`src/rtl/dmux_nway_stream.sv`:
```
`timescale 1ns/1ps
// -----------------------------------------------------------------------------
// dmux_nway_stream
//
// Purpose:
//   Streaming 1-to-WAYS demultiplexer. Each upstream word is steered to the
//   output channel named by in_sel. Every channel has a one-entry holding
//   register, so the latency from input to output is exactly one cycle. A
//   channel can take a new word in the same cycle it hands one out, which
//   gives one word per cycle per channel.
//
//   While a channel is empty, its out_data reads all-zero.
//
//   A word with an out-of-range in_sel is always accepted and then thrown
//   away. This can only happen when WAYS is not a power of two.
//
// Optional feature:
//   `define DMUX_DROP_COUNT_EN to add the drop_count port. It is a 16-bit
//   saturating count of the words thrown away because their in_sel was out
//   of range.
//
// Parameters:
//   WIDTH  data bits per word (1..32)
//   WAYS   number of output channels (2..16)
//
// Ports:
//   clk         sole clock, rising edge
//   reset       synchronous, active-high
//   in_valid    upstream word present
//   in_ready    word accepted this cycle (combinational from in_sel/out_ready)
//   in_data     upstream word
//   in_sel      destination channel index
//   out_valid   bit i: channel i holds a word
//   out_ready   bit i: channel i consumer takes the word
//   out_data    channel i occupies bits [i*WIDTH +: WIDTH]
//   drop_count  discarded-word counter (DMUX_DROP_COUNT_EN only)
// -----------------------------------------------------------------------------
module dmux_nway_stream #(
    parameter  int WIDTH = 16,
    parameter  int WAYS  = 8,
    localparam int SEL_W = (WAYS > 1) ? $clog2(WAYS) : 1
) (
    input  logic                  clk,
    input  logic                  reset,
    input  logic                  in_valid,
    output logic                  in_ready,
    input  logic [WIDTH-1:0]      in_data,
    input  logic [SEL_W-1:0]      in_sel,
    output logic [WAYS-1:0]       out_valid,
    input  logic [WAYS-1:0]       out_ready,
    output logic [WAYS*WIDTH-1:0] out_data
`ifdef DMUX_DROP_COUNT_EN
    ,
    output logic [15:0]           drop_count
`endif
);

    // Every in_sel code has an entry in these tables. The codes past WAYS are
    // padding entries, so in_sel can index the tables directly without a
    // range compare.
    localparam int NSEL = 1 << SEL_W;

    logic [NSEL-1:0] w_ready_pad;
    logic            w_accept;

    genvar gi;

    // Per-code ready. A padding (illegal) code always reads ready, so the
    // word is swallowed and never stalls upstream.
    generate
        for (gi = 0; gi < NSEL; gi++) begin : g_sel
            if (gi < WAYS) begin : g_real
                assign w_ready_pad[gi] = ~out_valid[gi] | out_ready[gi];
            end else begin : g_pad
                assign w_ready_pad[gi] = 1'b1;
            end
        end
    endgenerate

    assign in_ready = w_ready_pad[in_sel];
    assign w_accept = in_valid & in_ready;

    // Channel holding registers. The decode against gi only matches legal
    // codes, so an out-of-range accept loads nothing.
    generate
        for (gi = 0; gi < WAYS; gi++) begin : g_chan
            logic             r_valid;
            logic [WIDTH-1:0] r_data;
            logic             w_load;
            logic             w_pop;

            assign w_load = w_accept & (in_sel == SEL_W'(gi));
            assign w_pop  = r_valid & out_ready[gi];

            // A load takes priority over a pop. On a same-cycle pop and load
            // the channel stays full and holds the new word.
            always_ff @(posedge clk) begin
                if (reset) begin
                    r_valid <= 1'b0;
                    r_data  <= '0;
                end else if (w_load) begin
                    r_valid <= 1'b1;
                    r_data  <= in_data;
                end else if (w_pop) begin
                    r_valid <= 1'b0;
                    r_data  <= '0;
                end
            end

            assign out_valid[gi]                 = r_valid;
            assign out_data[gi*WIDTH +: WIDTH]   = r_data;
        end
    endgenerate

`ifdef DMUX_DROP_COUNT_EN
    // Legality flag for each code, using the same padding idea as the ready
    // table above.
    logic [NSEL-1:0] w_legal_pad;
    logic            w_drop;
    logic [15:0]     r_drop_count;

    generate
        for (gi = 0; gi < NSEL; gi++) begin : g_legal
            assign w_legal_pad[gi] = (gi < WAYS) ? 1'b1 : 1'b0;
        end
    endgenerate

    assign w_drop = w_accept & ~w_legal_pad[in_sel];

    always_ff @(posedge clk) begin
        if (reset) begin
            r_drop_count <= 16'd0;
        end else if (w_drop && (r_drop_count != 16'hFFFF)) begin
            r_drop_count <= r_drop_count + 16'd1;
        end
    end

    assign drop_count = r_drop_count;
`endif

endmodule

```
`config.mk`:
```
export PLATFORM = sky130hd
export DESIGN_NAME = dmux_nway_stream
export DESIGN_NICKNAME = d
export VERILOG_FILES = /design/src/rtl/dmux_nway_stream.sv
export SDC_FILE = /design/constraint.sdc
export NUM_CORES = 1
export LEC_CHECK = 0
export CAP_MARGIN = 20
export CORE_ASPECT_RATIO = 1.75
export CORE_MARGIN = 3
export CORE_UTILIZATION = 50
export DETAILED_ROUTE_END_ITERATION = 12
export DONT_BUFFER_PORTS = 1
export GPL_ROUTABILITY_DRIVEN = 0
export SLEW_MARGIN = 40
export SYNTH_ARGS = -nofsm -noshare
export SYNTH_HDL_FRONTEND = slang
export SYNTH_SLANG_ARGS = --single-unit
export TNS_END_PERCENT = 1
```
`constraint.sdc`:
```
create_clock -name clk -period 1.5 [get_ports clk]
set_input_delay 0.3 -clock clk [delete_from_list [all_inputs] [get_ports clk]]
set_output_delay 0.3 -clock clk [all_outputs]
set_load 0.1 [all_outputs]
```
# Word-level counts from Yosys, hierarchy flattened
# Index checks and enable logic that the tools add are counted.
[classes]
magnitude_cmp = 1
eq_ne = 7
muxes = 34
n_bitwise = 33
n_reduce_logical = 9
[op_table]
columns = ["op", "n"]
rows = [
  ["two-way mux 16 bit", 16],
  ["AND 1 bit", 17],
  ["two-way mux 1 bit", 17],
  ["nonzero test 2 bit", 8],
  ["== test 3 bit (second input constant)", 4],
  ["NOT 1 bit", 8],
  ["bitwise OR 1 bit", 8],
  ["== test 3 x 2 -> 1 bit (second input constant)", 2],
  ["< comparator 3 x 4 -> 1 bit (second input constant)", 1],
  ["binary-select mux 1 bit (select 3 bit)", 1],
  ["== test 3 x 1 -> 1 bit (second input constant)", 1],
  ["zero test 3 bit", 1],
]
[totals]
register_bits = 136
input_bits = 30
out_inout_bits = 137
word_cells = 100

# Logic depth before layout (Yosys ltp)
# Gate-level depths: netlist of run 1.
[logic_depth]
word_depth = 7
depth_mapped = 6
ltp_nobuf = 3

# Least setup slack after synthesis of run 1
# No wires, ideal clock.
[synth_timing]
path_type = "input-to-output"
startpoint = "input port in_sel[0]"
endpoint = "output port in_ready"
arrival_time_ns = 2.924
required_ns = 1.200
slack_ns = -1.724
stages = 4
n_path_buf = 1
cell_sequence = "buf_2 or3b_2 a21boi_0 o32ai_1"
[synth_between]
elab_chain_cells = 2
[synth_lines]
columns = ["element", "line", "rtl"]
rows = [
  ["from (decl)", "48", "input logic [SEL_W-1:0] in_sel,"],
  ["binary-select mux 1 bit (select 3 bit)", "80", "assign in_ready = w_ready_pad[in_sel];"],
  ["two-way mux 1 bit (implied by the code)", "80", ""],
  ["to (decl)", "46", "output logic in_ready,"],
]
# Every way passes these cells. The select of a mux whose other input is x is not followed.

# Worst setup path in the final report of run 1
[layout_timing]
startpoint = "register g_chan[1].r_valid"
endpoint = "output port in_ready"
[layout_between]
elab_chain_cells = 4
[layout_lines]
columns = ["element", "line", "rtl"]
rows = [
  ["from (decl)", "87", "logic r_valid;"],
  ["from (signal assigned)", "99", "r_valid <= 1'b0;"],
  ["from (signal assigned)", "102", "r_valid <= 1'b1;"],
  ["from (signal assigned)", "105", "r_valid <= 1'b0;"],
  ["NOT 1 bit", "73", "assign w_ready_pad[gi] = ~out_valid[gi] | out_ready[gi];"],
  ["bitwise OR 1 bit", "73", ""],
  ["binary-select mux 1 bit (select 3 bit)", "80", ""],
  ["two-way mux 1 bit (implied by the code)", "80", ""],
]
# Every way passes these cells. The select of a mux whose other input is x is not followed.

==> impl_metrics.csv, run 1 <==
group,metric,value,unit
clock_network,cts_root_buffer,"clkbuf_16",
setup_path,rrSetupSlack,0.01,ns
place,postPlaceCellArea,6400,µm²
synth,postSynthCellCount,510,
sta,tns,-0.405,ns
clock_network,cts.sinks,136,
route,drt_iter0_markers,109,
setup_path,r2r_end,"g_chan[6].r_data[11]",
global_routing,grt_overflow_total,0,
route,wirelength,14400,µm
pwr,power.density,1270,nW/µm²
global_routing,grt_max_degree,27,
clock_network,clockBufferDepth,2,
cells_and_area,num-fill-cells,835,
synth,avgSynthCellArea,10.4,µm²
setup_path,worst-path-max-fanout,2,
synth,yosys_warnings,0,
pwr,vdd_drop_max,0.000881,V
outcome,violations,"setup timing",
synth,seq_area_frac_synth,51.4,%
cells_and_area,drive_above_1_share,32.4,%
setup_path,crit_path_end_kind,"output pin",
cells_and_area,finalNonFillerCells,778,
clock_network,cts-htree-levels,4,
setup_path,cp-startpoint,"g_chan[1].r_valid",
pwr,leakage,3.47,nW
cells_and_area,num-nets-final,668,
place,io_buffers,0,
route,vias,4066,
floorplan,start_util,51.4,%
route,viasPerCell,5.23,
sta,skew,0.0105,ns
floorplan,rows,49,
route,wl_per_cell,18.5,µm
sta,finalWorstSetupSlack,-0.405,ns
sta,slew_headroom,67.4,%
setup_path,cp-start-kind,"register",
sta,worstMarginPinSlew,0.489,ns
global_routing,antenna_found_initial,0,
clock_network,cts_made_buffers,17,
clock_network,clkTransAtPathRegs,0.06,ns
setup_path,slowest_delay,0.32,ns
setup_path,critPathRequiredTime,1.20,ns
sta,setup_viol,1,
run,cap_violations,0,
sta,maxSlewViolCount,0,
cells_and_area,multi_input_area,2290,µm²
clock_network,clk_latency,0.42,ns
setup_path,path_cells,"and4bb_2 > a311o_1 > o32ai_4 > buf_12",
cells_and_area,design_area,7050,µm²
global_routing,grt_use_total,24.4,%
clock_network,cts_tree,"built",
floorplan,core_area,10300,µm²
global_routing,grt_pass1_vias,4199,
floorplan,dieArea,11900,µm²
place,detailed_place_hpwl,10400,µm
setup_path,arrival,1.61,ns
sta,hold_ws,0.0315,ns
outcome,run_status,"finished, violations left",
route,route.detailed.drc,0,
cells_and_area,area_delta_synth_final,33.2,%
floorplan,die_x,83.8,µm
setup_path,worstSetupPathType,"register to output pin",
synth,syn-num-nets,540,
global_routing,grt_pass1_wl,22300,µm
setup_path,crit_end,"in_ready",
route,drtPass1Iterations,5,
sta,final_hold_viol_count,0,
synth,yosys.cell_types.count,34,
cells_and_area,seq_area,2730,µm²
setup_path,critPathSlowestCell,"a311o_1",
sta,fmax,525,MHz
route,ant_nets,0,
min_path,hold_depth,2,
sta,rsz0062_at_grt,"yes",
min_path,min_path_type,"input port to register",
place,placed_cells,745,
synth,syn_area,5290,µm²
cells_and_area,antennaDiodeCount,0,
sta,period_minus_slack,1.91,ns
floorplan,die_h,142,µm
place,dp_slack,-0.129,ns
floorplan,io_pins,167,
setup_path,reg2reg_depth,6,
cells_and_area,final_util,68.4,%
sta,min_period_over_period,127,%
pwr,power,8.98,mW
synth,ys_ff_latch,136,
setup_path,reg2reg_from,"g_chan[6].r_valid",
synth_stat cells:
master     number  area share, %
dfxtp_1       136             51
nand2_1       129            9.1
mux2i_1       128             24
nand2b_1       21            2.5
a21oi_1        14            1.3
buf_2          14            1.3
clkbuf_1       13           0.92
buf_4          10            1.4
buf_6           9            1.9
buf_1           4           0.28
nand4b_1        3           0.50
a21oi_2         2           0.33
nand3_1         2           0.19
nand3b_1        2           0.28
nand4_1         2           0.24
nor2b_1         2           0.24
or3b_2          2           0.33
a21boi_0        1           0.14
a311o_1         1           0.19
and2b_2         1           0.17
and3b_4         1           0.24
and4bb_2        1           0.24
buf_8           1           0.28
nand2b_2        1           0.17
nand4_4         1           0.40
nor2_1          1          0.071
nor2_4          1           0.21
nor3b_1         1           0.14
o2111ai_4       1           0.50
o21ai_0         1          0.094
o21ba_2         1           0.19
o32ai_1         1           0.17
or2_2           1           0.12
or2b_1          1           0.14
state kept, by name, summed over array words and instances, names as in the netlist:
signal / cells
g_chan.r_valid: 8
g_chan.r_data: 128
power breakdown:
group	leakage [nW]	total [mW]	internal, mW	switching (mW)
sequential	1.10	3.72	3.69	0.0291
clock	0.282	4.13	2.55	1.59
combinational	2.09	1.12	0.251	0.873
total	3.47	8.98	6.49	2.49
critical path, delay by kind of cell (launching register included):
kind,cells,cell delay (ns)
AOI/OAI and AO/OA,2,0.45
and+or+nand+nor,1,0.21
DFF,1,0.30
buffers and inverters,1,0.21
worst min-delay path by stage:
| stage | endpoint | from | slack [ns] |
|---|---|---|---|
| after floorplan | g_chan[2].r_valid | in_valid | 0.46 |
| after global placement | g_chan[5].r_valid | reset | 0.37 |
| after detailed placement | g_chan[4].r_valid | reset | 0.37 |
| after CTS | g_chan[6].r_valid | in_sel[2] | 0.02 |
| after global routing | g_chan[6].r_valid | in_sel[2] | 0.04 |
| final | g_chan[6].r_valid | in_sel[2] | 0.03 |
cells in the final DEF, fill, tap and decap left out, drive strengths merged, types with 2 or more instances in the layout:
cell / instances
buf: 159
dfxtp: 136
nand2: 129
mux2i: 128
nand2b: 22
clkbuf: 19
a21oi: 16
clkinvlp: 4
clkinv: 4
nand4b: 3
inv: 3
nand4: 3
nand3b: 2
or3b: 2
nor2b: 2
nand3: 2
bufinv: 2
nor2: 2
repair_timing:
item                                    4_1_cts  5_1_grt
endpoints found under the setup margin       27       15
gates cloned                                  0        0
hold buffers                                  1        0
setup buffers                                 1        0
hold endpoints to repair                      7        0
pin swaps                                     5        0
gates resized for setup                      11        1
cell families after synthesis:
| logic type | synth area share (%) |
|---|---|
| mux | 24.2 |
| buf+inv | 6.15 |
| simple gates | 15.3 |
| compound gates | 2.93 |
| flops | 51.4 |
area by class of cell:
class                      count  share of cell area (%)
clock buffer                  19                    6.43
sequential                   136                    38.7
multi-input combinational    323                    32.5
tap                          127                    2.25
timing repair buffer         160                    18.1
clock inverter                13                    2.04
metal layers:
layer	global-route usage, %	vias up	part of all wire, %
met5	0	-	0
met4	10.4	0	3.1
met3	9.21	30	7.5
met2	44.8	152	53
met1	24.4	1943	36
li1	-	1941	-
Note: power is estimated with default switching activity, not from simulation.
==> inputs of run 2 (changes only) <==
--- a/config.mk
+++ b/config.mk
@@ -13,4 +13,5 @@
 export DONT_BUFFER_PORTS = 1
 export GPL_ROUTABILITY_DRIVEN = 0
+export HOLD_SLACK_MARGIN = 0.12
 export SLEW_MARGIN = 40
 export SYNTH_ARGS = -nofsm -noshare
==> constraint.sdc (replaced) <==
create_clock -name clk -period 1.5 [get_ports clk]
set_input_delay 0.45 -clock clk [delete_from_list [all_inputs] [get_ports clk]]
set_output_delay 0.45 -clock clk [all_outputs]
set_load 0.1 [all_outputs]
==> impl_metrics.csv, run 2 (same netlist as run 1, synthesis figures left out) <==
group,metric,value,unit
outcome,run_status,"finished, violations left",
outcome,violations,"setup timing",
sta,min_period_over_period,139,%
route,wirelength,14800,µm
setup_path,reg2reg_depth,6,
sta,setup_viol,1,
floorplan,dieArea,11900,µm²
setup_path,rrSetupSlack,0.02,ns
run,cap_violations,0,
setup_path,critPathBufInv,2,
setup_path,critPathRequiredTime,1.05,ns
setup_path,crit_end,"in_ready",
sta,rsz0062_at_grt,"yes",
global_routing,grt_pass1_wl,22500,µm
min_path,hold_depth,2,
clock_network,clk_latency,0.41,ns
floorplan,start_util,51.4,%
cells_and_area,num-nets-final,666,
clock_network,clockBufferDepth,2,
global_routing,grt_use_total,24.5,%
setup_path,reg2reg_from,"g_chan[6].r_valid",
cells_and_area,area_delta_synth_final,39.3,%
setup_path,critPathTopFamily,"simple AND/OR/NAND/NOR gates",
clock_network,cts_root_buffer,"clkbuf_16",
sta,final_hold_viol_count,0,
sta,skew,0.0109,ns
route,vias,4096,
setup_path,cp-start-kind,"register",
cells_and_area,reg_top3,"g_chan.r_data: 128 flops, g_chan.r_valid: 8 flops",
global_routing,grt_max_degree,27,
global_routing,grt_pass1_vias,4189,
route,route.detailed.drc,0,
pwr,power.density,1270,nW/µm²
floorplan,die_x,83.8,µm
sta,hold_ws,0.187,ns
place,io_buffers,0,
place,postPlaceCellArea,6420,µm²
route,drt_iter0_markers,168,
setup_path,worst-path-stages,5,
setup_path,slowest_delay,0.38,ns
route,drtPass1Iterations,5,
sta,slew_headroom,55.8,%
cells_and_area,final_common_cell,"dfxtp_1",
route,viasPerCell,5.29,
setup_path,path_cells,"or3b_4 > a21boi_2 > buf_4 > o32ai_4 > buf_12",
route,ant_nets,0,
floorplan,die_h,142,µm
floorplan,core_area,10300,µm²
cells_and_area,top_register,"g_chan.r_data",
clock_network,cts_tree,"built",
floorplan,io_pins,167,
min_path,min_path_type,"input port to register",
pwr,leakage,3.57,nW
cells_and_area,layout_common_cells,"dfxtp_1, nand2_1, mux2i_1",
place,dp_slack,-0.451,ns
cells_and_area,largest_register_ffs,128,
setup_path,critPathSlowestCell,"or3b_4",
sta,period_minus_slack,2.08,ns
sta,maxSlewViolCount,0,
setup_path,arrival,1.63,ns
setup_path,worst-path-max-fanout,2,
global_routing,antenna_found_initial,0,
clock_network,cts_made_buffers,17,
sta,finalWorstSetupSlack,-0.585,ns
setup_path,crit_path_end_kind,"output pin",
setup_path,worstSetupPathType,"register to output pin",
floorplan,rows,49,
pwr,vdd_drop_max,0.00123,V
cells_and_area,drive_above_1_share,32.6,%
setup_path,cp-startpoint,"g_chan[6].r_valid",
clock_network,cts.sinks,136,
global_routing,grt_overflow_total,0,
setup_path,r2r_end,"g_chan[6].r_data[13]",
cells_and_area,antennaDiodeCount,0,
clock_network,cts-htree-levels,4,
clock_network,clkTransAtPathRegs,0.06,ns
route,wl_per_cell,19.1,µm
sta,fmax,480,MHz
sta,worstMarginPinSlew,0.662,ns
place,detailed_place_hpwl,10500,µm
cells_and_area,design_area,7370,µm²
[run 2: cell count changes in the layout (fill, tap and decap cells not counted), moves of 3 or more]
cell	before	now
buf_8	0	3
buf_6	0	50
buf_12	6	10
buf_4	153	94
[run 2: through the flow]
stage          instances  utilization [%]  setup TNS, ns  power [mW]
6_report             775             71.6         -0.585        9.39
5_1_grt              775             71.6         -0.737        9.64
4_1_cts              775             70.0         -0.575        9.42
3_5_place_dp         742             62.4          -3.81        4.92
3_3_place_gp         742             62.3          -6.39        4.91
2_1_floorplan        510                -         -0.750        4.71
[run 2: worst reg2reg max path: cells and delay by family (launching register included)]
kind / cells / cell delay [ns]
multiplexers: 1 / 0.20
AO/OA/AOI/OAI: 1 / 0.10
buffers and inverters: 3 / 0.45
AND/OR/NAND/NOR: 1 / 0.29
flip-flops: 1 / 0.34
[run 2: worst min path at each step]
| stage | start | endpoint |
|---|---|---|
| 2_1_floorplan | g_chan[0].r_valid | g_chan[0].r_valid |
| 3_3_place_gp | g_chan[2].r_data[12] | g_chan[2].r_data[12] |
| 3_5_place_dp | g_chan[4].r_data[8] | g_chan[4].r_data[8] |
| 4_1_cts | in_sel[2] | g_chan[6].r_valid |
| 5_1_grt | in_sel[2] | g_chan[6].r_valid |
| 6_report | in_sel[2] | g_chan[6].r_valid |
[run 2: per-layer routing]
layer | part of all wire, % | wire [µm] | global-route usage (%)
met1 | 36 | 5350 | 25.0
met2 | 55 | 8130 | 45.9
met3 | 6.6 | 977 | 7.94
met4 | 2.2 | 325 | 9.07
met5 | 0 | 0 | 0
[run 2: layout make-up]
| cell class | count | area (µm²) |
|---|---|---|
| Tap cell | 127 | 159 |
| Clock inverter | 10 | 166 |
| Timing Repair Buffer | 158 | 1520 |
| Fill cell | 769 | 2930 |
| Clock buffer | 21 | 480 |
| Multi-Input combinational cell | 323 | 2310 |
| Sequential cell | 136 | 2730 |
[run 2: timing repair]
action | in CTS | in global routing
setup buffers | 1 | 0
pin swaps | 6 | 0
hold buffers | 1 | 0
endpoints found under the setup margin | 64 | 50
hold endpoints to repair | 7 | 0
resized for setup | 33 | 43
[run 2: power by group]
part | internal (mW) | total (mW) | leakage (nW) | switching, mW
registers | 3.69 | 3.73 | 1.10 | 0.0346
clock network | 2.96 | 4.51 | 0.312 | 1.55
logic | 0.276 | 1.16 | 2.16 | 0.879
total | 6.93 | 9.39 | 3.57 | 2.46
